**src/rtl/rf_pkg.sv**
```systemverilog
// rtl/rf_pkg.sv - shared register-file write-back constants
package rf_pkg;

    localparam int RF_AW    = 4;
    localparam int RF_DW    = 32;
    localparam int RF_NREGS = 16;
    localparam int RF_NREQ  = 3;

    localparam int REQ_ALU  = 0;
    localparam int REQ_MEM  = 1;
    localparam int REQ_DBG  = 2;

endpackage

```
**src/rtl/rr_arbiter.sv**
```systemverilog
// rtl/rr_arbiter.sv - combinational round-robin grant starting at a pointer
module rr_arbiter #(
    parameter int NREQ = 3,
    parameter int IW   = (NREQ > 1) ? $clog2(NREQ) : 1
) (
    input  logic [NREQ-1:0] req_i,
    input  logic [IW-1:0]   ptr_i,
    output logic [NREQ-1:0] grant_o,
    output logic [IW-1:0]   grant_idx_o
);

    // Scan ptr, ptr+1, ... wrapping at NREQ; first requester found wins.
    always_comb begin
        int   idx;
        logic found;
        grant_o     = '0;
        grant_idx_o = '0;
        found       = 1'b0;
        idx         = 0;
        for (int k = 0; k < NREQ; k++) begin
            idx = int'(ptr_i) + k;
            if (idx >= NREQ) begin
                idx = idx - NREQ;
            end
            if (!found && req_i[idx[IW-1:0]]) begin
                found                = 1'b1;
                grant_o[idx[IW-1:0]] = 1'b1;
                grant_idx_o          = idx[IW-1:0];
            end
        end
    end

endmodule

```
**src/rtl/regfile_wb_sched.sv**
```systemverilog
// rtl/regfile_wb_sched.sv - write-back arbiter and pending-write scoreboard
module regfile_wb_sched
    import rf_pkg::*;
#(
    parameter int NREQ = RF_NREQ,
    parameter int DW   = RF_DW,
    parameter int AW   = RF_AW
) (
    input  logic                 clk,
    input  logic                 rst,
    input  logic [NREQ-1:0]      req_valid,
    output logic [NREQ-1:0]      req_ready,
    input  logic [NREQ*AW-1:0]   req_addr,
    input  logic [NREQ*DW-1:0]   req_data,
    output logic                 rf_we,
    output logic [AW-1:0]        rf_waddr,
    output logic [DW-1:0]        rf_wdata,
    input  logic                 issue_valid,
    input  logic [AW-1:0]        issue_addr,
    output logic                 issue_ready,
    input  logic [AW-1:0]        chk_addr1,
    input  logic [AW-1:0]        chk_addr2,
    output logic                 chk_busy,
    output logic [(2**AW)-1:0]   busy_vec
);

    localparam int NREGS = 2 ** AW;
    localparam int IW    = (NREQ > 1) ? $clog2(NREQ) : 1;

    logic [IW-1:0]    ptr_q, ptr_d;
    logic [NREQ-1:0]  grant;
    logic [IW-1:0]    grant_idx;
    logic             xfer;
    logic [AW-1:0]    sel_addr;
    logic [DW-1:0]    sel_data;
    logic             rf_we_q;
    logic [AW-1:0]    rf_waddr_q;
    logic [DW-1:0]    rf_wdata_q;
    logic [NREGS-1:0] busy_q, busy_d;

    rr_arbiter #(
        .NREQ (NREQ),
        .IW   (IW)
    ) u_arb (
        .req_i       (req_valid),
        .ptr_i       (ptr_q),
        .grant_o     (grant),
        .grant_idx_o (grant_idx)
    );

    // Any valid requester is always granted, so a transfer happens whenever one is valid.
    assign xfer      = |req_valid;
    assign req_ready = grant;

    // Select the granted requester's address and data for the write port.
    always_comb begin
        sel_addr = '0;
        sel_data = '0;
        for (int i = 0; i < NREQ; i++) begin
            if (grant[i]) begin
                sel_addr = req_addr[i*AW +: AW];
                sel_data = req_data[i*DW +: DW];
            end
        end
    end

    // Pointer moves just past the winner; holds when nothing transfers.
    always_comb begin
        ptr_d = ptr_q;
        if (xfer) begin
            ptr_d = (grant_idx == IW'(NREQ - 1)) ? '0 : grant_idx + IW'(1);
        end
    end

    // Scoreboard: clear on write-back, then set on issue so a same-cycle set wins.
    always_comb begin
        busy_d = busy_q;
        if (rf_we_q) begin
            busy_d[rf_waddr_q] = 1'b0;
        end
        if (issue_valid && issue_ready) begin
            busy_d[issue_addr] = 1'b1;
        end
    end

    // State registers; address and data hold their last value when no write occurs.
    always_ff @(posedge clk or posedge rst) begin
        if (rst) begin
            ptr_q      <= '0;
            rf_we_q    <= 1'b0;
            rf_waddr_q <= '0;
            rf_wdata_q <= '0;
            busy_q     <= '0;
        end else begin
            ptr_q   <= ptr_d;
            rf_we_q <= xfer;
            busy_q  <= busy_d;
            if (xfer) begin
                rf_waddr_q <= sel_addr;
                rf_wdata_q <= sel_data;
            end
        end
    end

    assign issue_ready = !busy_q[issue_addr];
    assign chk_busy    = busy_q[chk_addr1] | busy_q[chk_addr2];
    assign busy_vec    = busy_q;
    assign rf_we       = rf_we_q;
    assign rf_waddr    = rf_waddr_q;
    assign rf_wdata    = rf_wdata_q;

endmodule
```
**config.mk**
```make
export PLATFORM = sky130hd
export DESIGN_NAME = regfile_wb_sched
export DESIGN_NICKNAME = d
export VERILOG_FILES = /design/src/rtl/rf_pkg.sv /design/src/rtl/rr_arbiter.sv /design/src/rtl/regfile_wb_sched.sv
export SDC_FILE = /design/constraint.sdc
export NUM_CORES = 1
export LEC_CHECK = 0
export BUFFER_PORTS_ARGS = -buffer_cell sky130_fd_sc_hd__buf_2
export CORE_ASPECT_RATIO = 2
export CORE_UTILIZATION = 30
export DETAILED_ROUTE_END_ITERATION = 6
export PLACE_DENSITY = 0.54
export SYNTH_ARGS = -nofsm -noshare
export SYNTH_HDL_FRONTEND = slang
export SYNTH_HIERARCHICAL = 1
export SYNTH_SLANG_ARGS = --single-unit
```
**constraint.sdc**
```tcl
create_clock -name clk -period 3.2 [get_ports clk]
set_clock_uncertainty 0.1 [all_clocks]
set_input_delay 0.64 -clock clk [delete_from_list [all_inputs] [get_ports clk]]
set_output_delay 0.64 -clock clk [all_outputs]
set_load 0.01 [all_outputs]
```
==> flow_summary.toml <==
[routing]
dr.first_iter.drc_count = 130
wire_per_inst_um = 16.1
wirelength_um = 10600
vias_per_cell = 5.34
drcViolationCount = 0
vias = 3511
ant_nets = 0
drtPass1Iterations = 4

[floorplan]
die_w_um = 77.4
start_util = 0.310
core-area_um2 = 11000
ioPinCount = 184
fp.dieH_um = 153
placementRows = 54
die-area_um2 = 11800

[power]
switchingPower_uw = 1940
seqPwrFrac = 0.287
clock_power_share = 0.139
leakage_uw = 0.00210
power.density_nw_per_um2 = 986
intPower_uw = 2640
p_comb_frac = 0.573
ir_worst_vdd_mv = 0.563
switching_share = 0.423

[clock_network]
clock-root-buffer = "clkbuf_16"
cts_resized = 0
cts_buffer_depth = 2
postCtsSetupRepairBufs = 0
clk_pin_slew_ns = 0.07
ctsHoldBuffers = 0
htreeDepth = 2
cts.sinks = 55
clk_latency_ns = 0.29
cts_tree = "built"
cts_buffers = 5

[grt]
grt_max_degree = 76
grt_overflow = 0
grt_pass1_wl_um = 17100
antenna_found_initial = 0
grt_use_total = 0.183
first_global_vias = 3583

[run]
maxCapViolCount = 0

[finish]
regArea_um2 = 1380
nFillCells = 1118
final_core_util = 0.422
nets = 646
areaGrowthSynthToFinish_pct = 36.2
multiInputGateArea_um2 = 1890
n_antenna_cell = 0
layout-drive-gt1-share = 0.431

[sta]
fin_crit_ns = 2.85
timing.final.crit_share = 0.889
fmax_ghz = 0.351
worst_pin_slew_ns = 0.651
slew_viol_final = 0
hold_violations = 0
finalSetupViolCount = 0
setup_tns_ns = 0
max_slew_margin = 0.566
rsz0062_at_grt = "no"

[placement]
numPortBuffers = 183
dp_hpwl_um = 8370
routabilityCongestion = 0.828

[synthesis]
async_flop_share = 1.00
synth_edf_count = 0
synth_warnings = 6
ys_types = 40
synth.avg_cell_area_um2 = 9.81
syn_nets = 478
syn-cell-area_um2 = 3410
netlist_instances = 348
seq_area_frac_synth = 0.403
synth_ff_type = "dfrtp_1"
ys_ff_latch = 55

[worst_setup_path]
endpoint_kind = "output port"
critPathKind = "flop to output port"
critPathLaunchType = "flop"
cp.required_ns = 2.46
cp_max_fo = 7
arrival_ns = 2.11

[status]
status = "finished clean"

[hold_path]
holdCritPathClass = "input port to async pin"
[stage by stage]
step | cell area, um2 | cells | hold WS [ns] | setup WS (ns) | total power (uW)
2_1_floorplan | 3410 | 348 | 0.400 | 0.591 | 3060
3_3_place_gp | 4470 | 649 | 0.359 | 0.399 | 3950
3_5_place_dp | 4470 | 649 | 0.360 | 0.397 | 3990
4_1_cts | 4650 | 657 | 0.357 | 0.351 | 4640
5_1_grt | 4650 | 657 | 0.390 | 0.192 | 5000
6_report | 4650 | 657 | 0.334 | 0.354 | 4580
[metal layers]
layer | vias to the layer above | track usage | wire, um
met4 | 0 | 0.101 | 471
met3 | 25 | 0.0269 | 506
met2 | 151 | 0.352 | 5910
met5 | - | 0 | 0
li1 | 1664 | - | -
met1 | 1671 | 0.181 | 3670
[cell families (layout without fill, tap and decap cells)]
| logic type | Yosys count | in the layout | synth area share |
|---|---|---|---|
| buf+inv | 38 | 207 | 0.0462 |
| flops | 55 | 55 | 0.403 |
| simple gates | 107 | 107 | 0.167 |
| mux | 19 | 19 | 0.104 |
| fa+ha+maj | 4 | 4 | 0.0147 |
| compound gates | 125 | 125 | 0.265 |
[cells in the final DEF (no fill, tap or decap), types with 2 or more instances in the layout]
master	count
nand2_1	42
o31ai_1	39
a21oi_1	7
inv_1	10
mux2i_1	5
o21ai_0	21
buf_12	3
nand3b_1	3
o22ai_1	2
buf_4	2
ha_1	4
buf_2	183
or3b_4	2
o21ai_1	8
clkbuf_16	5
mux4_2	13
or2_1	2
nand3_1	7
dfrtp_1	55
a221oi_1	34
nor2b_1	36
a211oi_1	2
nand2b_1	4
o21ai_2	4
[final timing paths]
kind                       slack (ns)  depth (start not counted)           end          from
min in group clk                 0.37                          2  rf_wdata[14]  rf_wdata[14]
min                              0.33                          2  rf_wdata[16]           rst
min reg2reg                      0.37                          2  rf_wdata[14]  rf_wdata[14]
max                              0.35                          7  req_ready[1]      ptr_q[1]
max reg2reg                      0.48                         11   rf_wdata[4]      ptr_q[1]
max in group asynchronous        2.08                          3  busy_vec[14]           rst
[critical path, stage by stage (launching register included)]
cell       delay [ns]
dfrtp_1          0.41
inv_1            0.09
ha_1             0.32
mux2i_1          0.33
a32o_1           0.24
a2bb2oi_2        0.07
nor2_2           0.19
buf_2            0.17
[cell type report]
cell class                 instances  area share
clock buffer                       6      0.0299
tap                              140      0.0377
multi-input combinational        255       0.407
clock inverter                     2     0.00754
inverter                          11     0.00888
sequential                        55       0.296
timing repair buffer             188       0.213
[power groups by stage]
stage / sequential [uW] / combinational (uW) / clock, uW
6_report: 1320 / 2630 / 638
2_1_floorplan: 1420 / 1640 / 0
3_5_place_dp: 1330 / 2660 / 0
4_1_cts: 1320 / 2660 / 661
3_3_place_gp: 1330 / 2620 / 0
5_1_grt: 1370 / 2930 / 693
[cell usage after synthesis (6+ instances only)]
master,number,share of area
mux4_2,13,0.086
a221oi_1,34,0.087
nand3_1,7,0.010
o21ai_1,8,0.012
a21oi_1,7,0.010
o21ai_0,21,0.031
buf_1,6,0.0066
nor2b_1,37,0.068
nand2_1,42,0.046
clkbuf_1,19,0.021
dfrtp_1,55,0.40
inv_1,11,0.012
o31ai_1,39,0.086
[registers in the layout, summed over array words and instances (netlist names)]
register	count
busy_vec	16
rf_we	1
rf_waddr	4
rf_wdata	32
ptr_q	2
Note: power is estimated with default switching activity, not from simulation.
